### src/rtl/decode24_hold.sv
// Registered 2-to-4 decoder: an accepted code drives its one-hot line for
// HOLD_CYCLES cycles, then pulses done; en low aborts a hold without done.
module decode24_hold #(
  parameter int unsigned HOLD_CYCLES = 4,
  parameter int unsigned CNT_W       = 8
) (
  input  logic             clk,
  input  logic             rst_n,
  input  logic             en,
  input  logic             in_valid,
  input  logic [1:0]       in_code,
  output logic             in_ready,
  output logic [3:0]       out_code,
  output logic             out_valid,
  output logic             done,
  output logic [CNT_W-1:0] acc_cnt
);

  localparam int unsigned HC_W = (HOLD_CYCLES <= 1) ? 1 : $clog2(HOLD_CYCLES);

  typedef enum logic {
    IDLE = 1'b0,
    HOLD = 1'b1
  } state_t;

  state_t           r_state, w_state_nxt;
  logic [HC_W-1:0]  r_hold,  w_hold_nxt;
  logic [3:0]       r_code,  w_code_nxt;
  logic             r_valid, w_valid_nxt;
  logic             r_done,  w_done_nxt;
  logic [CNT_W-1:0] r_acc,   w_acc_nxt;
  logic             w_accept;

  assign in_ready = en && (r_state == IDLE);
  assign w_accept = in_valid && in_ready;

  always_ff @(posedge clk or negedge rst_n) begin
    if (!rst_n) begin
      r_state <= IDLE;
      r_hold  <= '0;
      r_code  <= '0;
      r_valid <= 1'b0;
      r_done  <= 1'b0;
      r_acc   <= '0;
    end else begin
      r_state <= w_state_nxt;
      r_hold  <= w_hold_nxt;
      r_code  <= w_code_nxt;
      r_valid <= w_valid_nxt;
      r_done  <= w_done_nxt;
      r_acc   <= w_acc_nxt;
    end
  end

  always_comb begin
    w_state_nxt = r_state;
    w_hold_nxt  = r_hold;
    w_code_nxt  = r_code;
    w_valid_nxt = r_valid;
    w_done_nxt  = 1'b0;
    w_acc_nxt   = r_acc;
    case (r_state)
      IDLE: begin
        w_code_nxt  = '0;
        w_valid_nxt = 1'b0;
        if (w_accept) begin
          w_state_nxt = HOLD;
          w_hold_nxt  = HC_W'(HOLD_CYCLES - 1);
          w_code_nxt  = 4'(4'b0001 << in_code);
          w_valid_nxt = 1'b1;
          if (r_acc != '1) begin
            w_acc_nxt = r_acc + CNT_W'(1);
          end
        end
      end
      HOLD: begin
        // abort wins over normal completion, so done stays low when en drops
        if (!en) begin
          w_state_nxt = IDLE;
          w_hold_nxt  = '0;
          w_code_nxt  = '0;
          w_valid_nxt = 1'b0;
        end else if (r_hold != '0) begin
          w_hold_nxt = r_hold - HC_W'(1);
        end else begin
          w_state_nxt = IDLE;
          w_code_nxt  = '0;
          w_valid_nxt = 1'b0;
          w_done_nxt  = 1'b1;
        end
      end
      default: begin
        w_state_nxt = IDLE;
        w_hold_nxt  = '0;
        w_code_nxt  = '0;
        w_valid_nxt = 1'b0;
      end
    endcase
  end

  assign out_code  = r_code;
  assign out_valid = r_valid;
  assign done      = r_done;
  assign acc_cnt   = r_acc;

endmodule

### config.mk
export PLATFORM = sky130hd
export DESIGN_NAME = decode24_hold
export DESIGN_NICKNAME = d
export VERILOG_FILES = /design/src/rtl/decode24_hold.sv
export SDC_FILE = /design/constraint.sdc
export NUM_CORES = 1
export LEC_CHECK = 0
export ABC_AREA = 1
export CELL_PAD_IN_SITES_DETAIL_PLACEMENT = 0
export CELL_PAD_IN_SITES_GLOBAL_PLACEMENT = 1
export CORE_MARGIN = 2
export CORE_UTILIZATION = 37
export CTS_CLUSTER_DIAMETER = 30
export DETAILED_ROUTE_END_ITERATION = 10
export PLACE_DENSITY = 0.84
export SLEW_MARGIN = 20
export SYNTH_ARGS = -nofsm -noshare
export SYNTH_HDL_FRONTEND = slang
export SYNTH_SLANG_ARGS = --single-unit
### constraint.sdc
create_clock -name clk -period 2.2 [get_ports clk]
set_clock_uncertainty 0.15 [all_clocks]
set_input_delay 0.66 -clock clk [delete_from_list [all_inputs] [get_ports clk]]
set_output_delay 0.66 -clock clk [all_outputs]
set_load 0.01 [all_outputs]
Word level (Yosys, flattened, before mapping)
Index checks and enable logic that the tools add are counted.
- $add $sub $neg: 2
- equal/unequal tests: 4
- shift-type cells: 1
- muxes and demuxes: 18
- bitwise operators: 1
- reduce and logical (&&, ||, !) cells: 5
- operator list (cell ; number):
    4-bit two-way mux ; 3
    8-bit by 1-bit adder with 8-bit output (second input constant) ; 1
    1-bit two-way mux ; 8
    8-bit inequality test (second input constant) ; 1
    4-bit case mux with 2 select lines ; 1
    2-bit two-way mux ; 3
    1-bit case mux with 2 select lines ; 2
    2-bit case mux with 2 select lines ; 1
    1-bit by 2-bit left shift with 4-bit output (first input constant) ; 1
    3-bit by 2-bit inequality test with 1-bit output (second input constant) ; 1
    3-bit inequality test (second input constant) ; 1
    3-bit AND reduction ; 1
    1-bit logical AND ; 2
    2-bit inequality test (second input constant) ; 1
    2-bit AND reduction ; 1
    2-bit nonzero test ; 1
    2-bit by 1-bit subtractor with 2-bit output (second input constant) ; 1
    1-bit NOT ; 1
- bits in registers: 17
- bits of input ports: 6
- output and inout port bits: 15
- logic and storage cells: 37

Logic depth before layout (Yosys ltp)
Gate-level depths: netlist (run 1).
- depth after elaboration: 5
- mapped depth: 8
- gate-level depth less buffers: 8

Least setup slack after synthesis (run 1)
OpenSTA, ideal clock, no wires.
- path kind: in2out
- from: input port en
- to: output port in_ready
- data arrival time: 876 ps
- data required time: 1390 ps
- path slack: 514 ps
- cell stages on the path: 2
- path buffers: 0
- path through: inv_1 nor2_1
- longest elaborated chain between the ends: 1
- ends and longest elaborated chain (element ; line ; text):
    start: declaration ; 9 ; input logic en,
    1-bit logical AND ; 34 ; assign in_ready = en && (r_state == IDLE);
    end: declaration ; 12 ; output logic in_ready,
No other way between the ends.

Worst setup path after layout (run 1)
- from: register r_acc[7] (netlist: acc_cnt[7])
- to: output port acc_cnt[7]
- RTL lines (element ; line ; text):
    start: declaration ; 31 ; logic [CNT_W-1:0] r_acc, w_acc_nxt;
    start signal: assignment ; 51 ; r_acc <= w_acc_nxt;
    end: declaration ; 16 ; output logic [CNT_W-1:0] acc_cnt
No word-level cell between the ends.

==> flow_metrics.tcl, run 1 <==
set metrics [dict create \
    outcome "finished clean" \
    layoutNonFillerInstCount 160 \
    dr.pass1.iters 4 \
    relSlewSlack 0.851 \
    die_y_microns 51.8 \
    antenna_found_initial 0 \
    finalCriticalPeriod_ns 2.12 \
    grt_pass1_vias 718 \
    yosys_warnings 0 \
    p_total_uw 941 \
    crit_family "buffers and inverters" \
    drc_errors 0 \
    area_delta_synth_final_pct 33.1 \
    dp_cells 156 \
    setup_ws_ns 0.0799 \
    synth-seq-cells 17 \
    crit_path_start_kind "flop" \
    holdPathStages 1 \
    cts_buffers 3 \
    maxCapViolCount 0 \
    required_ns 1.39 \
    final_hold_viol_count 0 \
    switching_share 0.357 \
    p_sw_uw 336 \
    ir_worst_vdd_mv 0.508 \
    dieArea_sq_um 2680 \
    ys_types 22 \
    die_w_microns 51.8 \
    overflow 0 \
    p_per_area_nw_per_um2 836 \
    critPathKind "reg -> out" \
    syn_nets 113 \
    wl_per_cell_microns 10.7 \
    syn_area_sq_um 846 \
    final_cell_mix "nand2_1, clkdlybuf4s50_1, inv_1, dfrtp_1" \
    cts_max_level 1 \
    final_common_cell "nand2_1" \
    postCtsHoldBufs 0 \
    insertedDiodeCount 0 \
    grt_max_degree 18 \
    clkSinkCount 17 \
    hpwl_microns 1300 \
    layout.nets 141 \
    core-area_sq_um 2190 \
    cp_cell_sequence "clkdlybuf4s50_1" \
    seqPwrFrac 0.474 \
    num_rows 17 \
    grt_usage 0.155 \
    design.portCount 21 \
    root_buffer "clkbuf_4" \
    power_leakage_uw 0.000550 \
    worstPathArrival_ns 1.31 \
    power.share.clock 0.182 \
    fin_util 0.514 \
    clk_pin_slew_ns 0.11 \
    path_depth 1 \
    min_period_over_period 0.964 \
    tightest_slew_ns 0.224 \
    cts_setup_buffers 0 \
    vias 727 \
    netlist_instances 105 \
    slew_viol_final 0 \
    synthTopCellsByArea "dfrtp_1, nand2_1, inv_1" \
    critPathBufInv 1 \
    pwr-share-comb 0.344 \
    drive_above_1_share 0.144 \
    worst_hold_slack_ns 0.357 \
    fill_cells 200 \
    holdCritPathClass "reg -> reg" \
    syn_avg_cell_area_sq_um 8.06 \
    clock_path_buffers 2 \
    dp_slack_ns -0.428 \
    routed_via_density 4.54 \
    cp-end-kind "output pin" \
    fmax_ghz 0.472 \
    drtAntennaViolNets 0 \
    rsz0062_at_grt "no" \
    port_buffers 20 \
    grt_pass1_wl_microns 3060 \
    crit_path_top_delay_cell "clkdlybuf4s50_1" \
    clk_latency_ns 0.30 \
    initial_utilization 0.386 \
    wl_microns 1710 \
    seq_area_frac_synth 0.503 \
    slowest_delay_ns 0.56 \
    globalplace.congestion 0.746 \
    setup_viol 0 \
    drtIter0Drc 11 \
    yosysTopAreaCellShare 0.503 \
    worstPathMaxFanout 6 \
    internal_power_uw 606 \
    yosysTopAreaCell "dfrtp_1" \
    rr_worst_depth 8 \
    cts_tree "done" \
]
==> routing by layer <==
| metal | GRT usage | share of wire | vias to the layer above |
|---|---|---|---|
| li1 | - | - | 380 |
| met1 | 0.187 | 0.48 | 334 |
| met2 | 0.263 | 0.49 | 11 |
| met3 | 0.0431 | 0.022 | 2 |
| met4 | 0.0526 | 0.011 | 0 |
| met5 | 0 | 0 | - |
==> kinds of logic (layout without fill, tap and decap cells) <==
| group | count (synthesis) | count (layout) | synth area share |
|---|---|---|---|
| buffers and inverters | 19 | 46 | 0.0873 |
| flip-flops | 17 | 17 | 0.503 |
| AND/OR/NAND/NOR | 52 | 52 | 0.272 |
| XOR/XNOR | 2 | 2 | 0.0207 |
| adder cells (fa/ha/maj) | 2 | 2 | 0.0296 |
| AO/OA/AOI/OAI | 13 | 13 | 0.0873 |
==> sequential cells by signal, summed over array words and instances (netlist names) <==
name       count
acc_cnt        8
r_state        1
r_hold         2
out_valid      1
out_code       4
done           1
==> through the flow <==
stage | TNS (ns) | area (sq um)
6_report | 0 | 1130
5_1_grt | 0 | 1130
4_1_cts | 0 | 1120
3_5_place_dp | -0.428 | 1100
3_3_place_gp | -0.398 | 1100
2_1_floorplan | 0 | 846
==> worst paths after layout <==
path | endpoint | slack, ns | start
setup / recovery | acc_cnt[7] | 0.08 | acc_cnt[7]$_DFFE_PN0P_
hold / removal | out_valid$_DFFE_PN0P_ | 0.36 | out_valid$_DFFE_PN0P_
setup reg to reg | acc_cnt[5]$_DFFE_PN0P_ | 0.75 | acc_cnt[0]$_DFFE_PN0P_
hold reg to reg | out_valid$_DFFE_PN0P_ | 0.36 | out_valid$_DFFE_PN0P_
max in group asynchronous | acc_cnt[0]$_DFFE_PN0P_ | 1.17 | rst_n
min in group asynchronous | r_state$_DFF_PN0_ | 0.52 | rst_n
==> cell usage after synthesis <==
cell     number
nand3_2       1
nor3_1        1
o21a_1        1
o21ai_1       1
o21ai_2       1
xnor2_1       1
inv_2         2
nand2_4       1
or2_1         1
nand2_2       2
nor2_2        2
a21oi_1       1
nand2_1      31
o22ai_1       2
inv_1        16
nand3_1       6
o21ai_0       7
ha_1          2
dfrtp_1      17
nor2_1        7
inv_4         1
xor2_1        1
==> what timing repair did <==
| action | 4_1_cts | 5_1_grt |
|---|---|---|
| resized for setup | 5 | 1 |
| pin swaps | 0 | 0 |
| setup endpoints to repair | 1 | 1 |
==> power by group through the flow <==
stage	sequential, uW	clock, uW	combinational (uW)
after global placement	450	0	319
final	446	171	324
after global routing	458	194	368
after CTS	446	181	329
after detailed placement	452	0	329
after floorplan	460	0	163
==> final cells by class <==
| class | instances | area, sq um | area share |
|---|---|---|---|
| Sequential cell | 17 | 427 | 0.379 |
| Multi-Input combinational cell | 69 | 347 | 0.308 |
| Timing Repair Buffer | 23 | 216 | 0.192 |
| Inverter | 19 | 73.8 | 0.0656 |
| Tap cell | 28 | 35.0 | 0.0311 |
| Clock buffer | 3 | 22.5 | 0.0200 |
| Clock inverter | 1 | 5.00 | 0.00444 |
No activity file was read; power rests on OpenSTA's default activity.
==> run 2: changes to the inputs <==
--- a/config.mk
+++ b/config.mk
@@ -8,11 +8,10 @@
 export ABC_AREA = 1
 export CELL_PAD_IN_SITES_DETAIL_PLACEMENT = 0
 export CELL_PAD_IN_SITES_GLOBAL_PLACEMENT = 1
-export CORE_MARGIN = 2
 export CORE_UTILIZATION = 37
 export CTS_CLUSTER_DIAMETER = 30
 export DETAILED_ROUTE_END_ITERATION = 10
-export PLACE_DENSITY = 0.84
+export PLACE_DENSITY = 0.87
 export SLEW_MARGIN = 20
 export SYNTH_ARGS = -nofsm -noshare
 export SYNTH_HDL_FRONTEND = slang
==> flow_metrics.tcl, run 2 (synthesis results as in run 1) <==
set metrics [dict create \
    insertedDiodeCount 0 \
    setup_viol 0 \
    wl_microns 1610 \
    cts_max_level 1 \
    maxCapViolCount 0 \
    cp-end-kind "output pin" \
    relSlewSlack 0.852 \
    largest_reg_flops 8 \
    rr_worst_depth 8 \
    grt_pass1_wl_microns 2800 \
    dieArea_sq_um 2480 \
    fill_cells 207 \
    vias 728 \
    worstPathMaxFanout 6 \
    die_y_microns 49.8 \
    cts_setup_buffers 0 \
    clk_latency_ns 0.29 \
    p_total_uw 935 \
    regToRegStartpoint "acc_cnt[0]$_DFFE_PN0P_" \
    cts_tree "done" \
    antenna_found_initial 0 \
    critPathBufInv 1 \
    routed_via_density 4.58 \
    outcome "finished clean" \
    finalCriticalPeriod_ns 2.13 \
    holdCritPathClass "reg -> reg" \
    num_rows 16 \
    cp_cell_sequence "clkdlybuf4s50_1" \
    fin_setup_tns_ns 0 \
    grt_usage 0.151 \
    final_hold_viol_count 0 \
    globalplace.congestion 0.750 \
    crit_path_start_kind "flop" \
    hold_end "r_hold[0]$_DFFE_PN0P_" \
    hpwl_microns 1210 \
    dr.pass1.iters 4 \
    ir_worst_vdd_mv 0.624 \
    final_common_cell "nand2_1" \
    min_from "r_hold[0]$_DFFE_PN0P_" \
    area_delta_synth_final_pct 32.7 \
    wl_per_cell_microns 10.1 \
    clkSinkCount 17 \
    port_buffers 20 \
    final_cell_mix "nand2_1, clkdlybuf4s50_1, dfrtp_1" \
    slowest_delay_ns 0.57 \
    min_period_over_period 0.969 \
    drc_errors 0 \
    critPathLaunch "acc_cnt[3]$_DFFE_PN0P_" \
    drtAntennaViolNets 0 \
    drtIter0Drc 7 \
    root_buffer "clkbuf_4" \
    p_per_area_nw_per_um2 833 \
    crit_path_top_delay_cell "clkdlybuf4s50_1" \
    reg2reg_setup_slack_ns 0.77 \
    overflow 0 \
    worst_hold_slack_ns 0.360 \
    worstPathArrival_ns 1.32 \
    grt_pass1_vias 661 \
    fin_util 0.544 \
    clock_path_buffers 2 \
    power_leakage_uw 0.000549 \
    fmax_ghz 0.469 \
    postCtsHoldBufs 0 \
    layout.nets 141 \
    cts_buffers 3 \
    grt_max_degree 18 \
    crit_family "buffers and inverters" \
    rsz0062_at_grt "no" \
    holdPathStages 2 \
    design.portCount 21 \
    required_ns 1.39 \
    drive_above_1_share 0.129 \
    slew_viol_final 0 \
    initial_utilization 0.410 \
    tightest_slew_ns 0.222 \
    reg2reg_to "acc_cnt[7]$_DFFE_PN0P_" \
    core-area_sq_um 2060 \
    die_w_microns 49.8 \
    clk_pin_slew_ns 0.10 \
    critPathKind "reg -> out" \
]
-- run 2: changes by cell type in the layout (fill, tap and decap cells not counted), sizes merged --
cell and change:
clkinv -1, clkbuf +1
-- run 2: layout make-up --
class / instances / area [sq um] / area share
Multi-Input combinational cell: 69 / 347 / 0.309
Tap cell: 27 / 33.8 / 0.0301
Timing Repair Buffer: 23 / 216 / 0.193
Inverter: 19 / 73.8 / 0.0658
Sequential cell: 17 / 425 / 0.379
Clock buffer: 4 / 26.3 / 0.0234
-- run 2: how the worst max path moves through the flow --
stage                       endpoint  slack [ns]  depth (start not counted)
after floorplan             in_ready        0.51                          2
after global placement      in_ready       -0.40                          4
after detailed placement    in_ready       -0.42                          4
after CTS                 acc_cnt[3]        0.05                          1
after global routing      acc_cnt[0]       0.007                          1
final                     acc_cnt[3]        0.07                          1
-- run 2: power breakdown --
part           total, uW  internal (uW)  switching [uW]
combinational        321            159             162
clock                169           70.4            98.1
sequential           446            377            68.7
-- run 2: what timing repair did --
item	4_1_cts	5_1_grt
gates resized for setup	5	0
endpoints found under the hold margin	0	0
setup endpoints to repair	1	0
-- run 2: per-layer routing --
| metal | vias up | share of wire | global-route usage |
|---|---|---|---|
| met5 | - | 0 | 0 |
| met4 | 0 | 0.0075 | 0.0762 |
| met3 | 2 | 0.035 | 0.0401 |
| met2 | 12 | 0.45 | 0.227 |
| met1 | 334 | 0.50 | 0.196 |
| li1 | 380 | - | - |
-- run 2: metrics by stage --
step | area (sq um) | std cells | setup WS, ns
after global placement | 1100 | 155 | -0.403
after CTS | 1120 | 159 | 0.0522
after global routing | 1120 | 159 | 0.00731
after detailed placement | 1100 | 155 | -0.416
after floorplan | 846 | 105 | 0.514
final | 1120 | 159 | 0.0686
==> run 3: changes to the inputs <==
--- a/config.mk
+++ b/config.mk
@@ -5,13 +5,12 @@
 export SDC_FILE = /design/constraint.sdc
 export NUM_CORES = 1
 export LEC_CHECK = 0
-export ABC_AREA = 1
 export CELL_PAD_IN_SITES_DETAIL_PLACEMENT = 0
 export CELL_PAD_IN_SITES_GLOBAL_PLACEMENT = 1
-export CORE_UTILIZATION = 37
+export CORE_UTILIZATION = 38
 export CTS_CLUSTER_DIAMETER = 30
 export DETAILED_ROUTE_END_ITERATION = 10
-export PLACE_DENSITY = 0.87
+export PLACE_DENSITY = 0.85
 export SLEW_MARGIN = 20
 export SYNTH_ARGS = -nofsm -noshare
 export SYNTH_HDL_FRONTEND = slang
==> flow_metrics.tcl, run 3 <==
set metrics [dict create \
    outcome "finished clean" \
    crit_path_start_kind "flop" \
    final_cell_mix "clkdlybuf4s50_1, dfrtp_1, nand2_1" \
    path_depth 1 \
    setup_viol 0 \
    slowest_delay_ns 0.57 \
    num_rows 16 \
    synth_edf_count 0 \
    clock_path_buffers 2 \
    internal_power_uw 689 \
    critPathKind "reg -> out" \
    synth_common_cells "dfrtp_1, nand2_1, a21oi_1, nor2_1, o21ai_0" \
    required_ns 1.39 \
    grt_max_degree 18 \
    worstPathMaxFanout 7 \
    endpoint "acc_cnt[4]" \
    die_w_microns 48.5 \
    ir_worst_vdd_mv 0.538 \
    regToRegStartpoint "acc_cnt[0]$_DFFE_PN0P_" \
    crit_family "buffers and inverters" \
    clk_latency_ns 0.29 \
    yosysTopAreaCell "dfrtp_1" \
    postCtsHoldBufs 0 \
    largest_reg_flops 8 \
    tightest_slew_ns 0.318 \
    seq_area_frac_synth 0.518 \
    maxCapViolCount 0 \
    cts_tree "done" \
    dp_slack_ns -0.423 \
    die_y_microns 48.5 \
    core-area_sq_um 2000 \
    globalplace.congestion 0.803 \
    cts_max_level 1 \
    p_per_area_nw_per_um2 935 \
    slew_viol_final 0 \
    grt_usage 0.153 \
    port_buffers 20 \
    dieArea_sq_um 2350 \
    power_leakage_uw 0.000509 \
    dr.pass1.iters 4 \
    p_sw_uw 369 \
    yosysTopAreaCellShare 0.518 \
    clkSinkCount 17 \
    holdCritPathClass "reg -> reg" \
    antenna_found_initial 0 \
    grt_pass1_wl_microns 2770 \
    drc_errors 0 \
    switching_share 0.349 \
    cts_buffers 3 \
    ys_async_sr_fraction 1.00 \
    synth-seq-cells 17 \
    drtIter0Drc 11 \
    ys.flop_type "dfrtp_1" \
    cp_cell_sequence "clkdlybuf4s50_1" \
    relSlewSlack 0.787 \
    routed_via_density 4.87 \
    initial_utilization 0.411 \
    syn_nets 85 \
    yosys_warnings 0 \
    pwr-share-comb 0.379 \
    wl_microns 1510 \
    ys_types 28 \
    setup_ws_ns 0.0758 \
    overflow 0 \
    reg2reg_setup_slack_ns 0.52 \
    finalCriticalPeriod_ns 2.12 \
    layout.nets 117 \
    worstPathArrival_ns 1.31 \
    min_period_over_period 0.966 \
    rr_worst_depth 4 \
    holdPathStages 2 \
    critPathBufInv 1 \
    power.share.clock 0.155 \
    syn_area_sq_um 822 \
    clk_pin_slew_ns 0.10 \
    final_hold_viol_count 0 \
    syn_avg_cell_area_sq_um 10.7 \
    vias 658 \
    critPathLaunch "acc_cnt[4]$_DFFE_PN0P_" \
    synth.most_common_cell "dfrtp_1" \
    drive_above_1_share 0.204 \
    root_buffer "clkbuf_4" \
    netlist_instances 77 \
    synthTopCellsByArea "dfrtp_1, nand2_1, mux2_4" \
    rsz0062_at_grt "no" \
    fmax_ghz 0.471 \
    crit_path_top_delay_cell "clkdlybuf4s50_1" \
    seqPwrFrac 0.466 \
    wl_per_cell_microns 11.2 \
    reg2reg_to "acc_cnt[1]$_DFFE_PN0P_" \
    hpwl_microns 1120 \
    insertedDiodeCount 0 \
    design.portCount 21 \
    grt_pass1_vias 647 \
    final_common_cell "clkdlybuf4s50_1" \
    area_delta_synth_final_pct 37.7 \
    drtAntennaViolNets 0 \
    fin_setup_tns_ns 0 \
    cp-end-kind "output pin" \
]
run 3: worst min-delay path: stages (launching register included):
cell and delay, ns:
dfrtp_1 0.35, nand2_1 0.05, o31ai_1 0.05
run 3: cells by family (layout without fill, tap and decap cells):
logic type,Yosys count,after routing,share of synthesized area
compound gates,16,16,0.117
simple gates,33,33,0.236
flops,17,17,0.518
buf+inv,4,35,0.0274
mux,3,3,0.0502
xor+xnor,2,2,0.0213
fa+ha+maj,2,2,0.0304
run 3: what timing repair did:
action,in CTS,in global routing
setup endpoints to repair,1,0
buffers inserted,0,0
resized for setup,6,0
hold endpoints to repair,0,0
run 3: worst min path at each step:
stage,from,to,slack [ns]
global route,out_code[0]$_DFFE_PN0P_,out_code[0]$_DFFE_PN0P_,0.37
global placement,out_valid$_DFFE_PN0P_,out_valid$_DFFE_PN0P_,0.31
detailed placement,out_code[0]$_DFFE_PN0P_,out_code[0]$_DFFE_PN0P_,0.32
CTS,out_code[0]$_DFFE_PN0P_,out_code[0]$_DFFE_PN0P_,0.34
floorplan,rst_n,acc_cnt[0]$_DFFE_PN0P_,0.21
finish,out_code[0]$_DFFE_PN0P_,out_code[0]$_DFFE_PN0P_,0.33
run 3: layout make-up:
class / count / area [sq um]
fillers: 181 / 870
flip-flops and latches: 17 / 425
multi-input cells: 56 / 374
repair buffers: 28 / 260
well taps: 27 / 33.8
clock buffers: 3 / 22.5
inverters: 3 / 11.3
clock inverters: 1 / 5.00
run 3: metrics by stage:
stage	power, uW	util	area, sq um	cells	hold slack [ns]
2_1_floorplan	690	-	822	77	0.214
3_3_place_gp	888	0.552	1100	131	0.309
3_5_place_dp	902	0.552	1100	131	0.316
4_1_cts	1070	0.566	1130	135	0.340
5_1_grt	1140	0.566	1130	135	0.373
6_report	1060	0.566	1130	135	0.333
run 3: per-layer routing:
layer	GRT usage	wire, microns
met3	0.0189	51
met2	0.246	717
met5	0	0
met1	0.200	730
met4	0.0882	13
run 3: power by group through the flow:
| stage | Combinational, uW | Sequential (uW) | Clock, uW |
|---|---|---|---|
| 3_3_place_gp | 393 | 494 | 0 |
| 5_1_grt | 449 | 509 | 184 |
| 6_report | 401 | 493 | 165 |
| 2_1_floorplan | 174 | 517 | 0 |
| 3_5_place_dp | 404 | 498 | 0 |
| 4_1_cts | 408 | 493 | 174 |
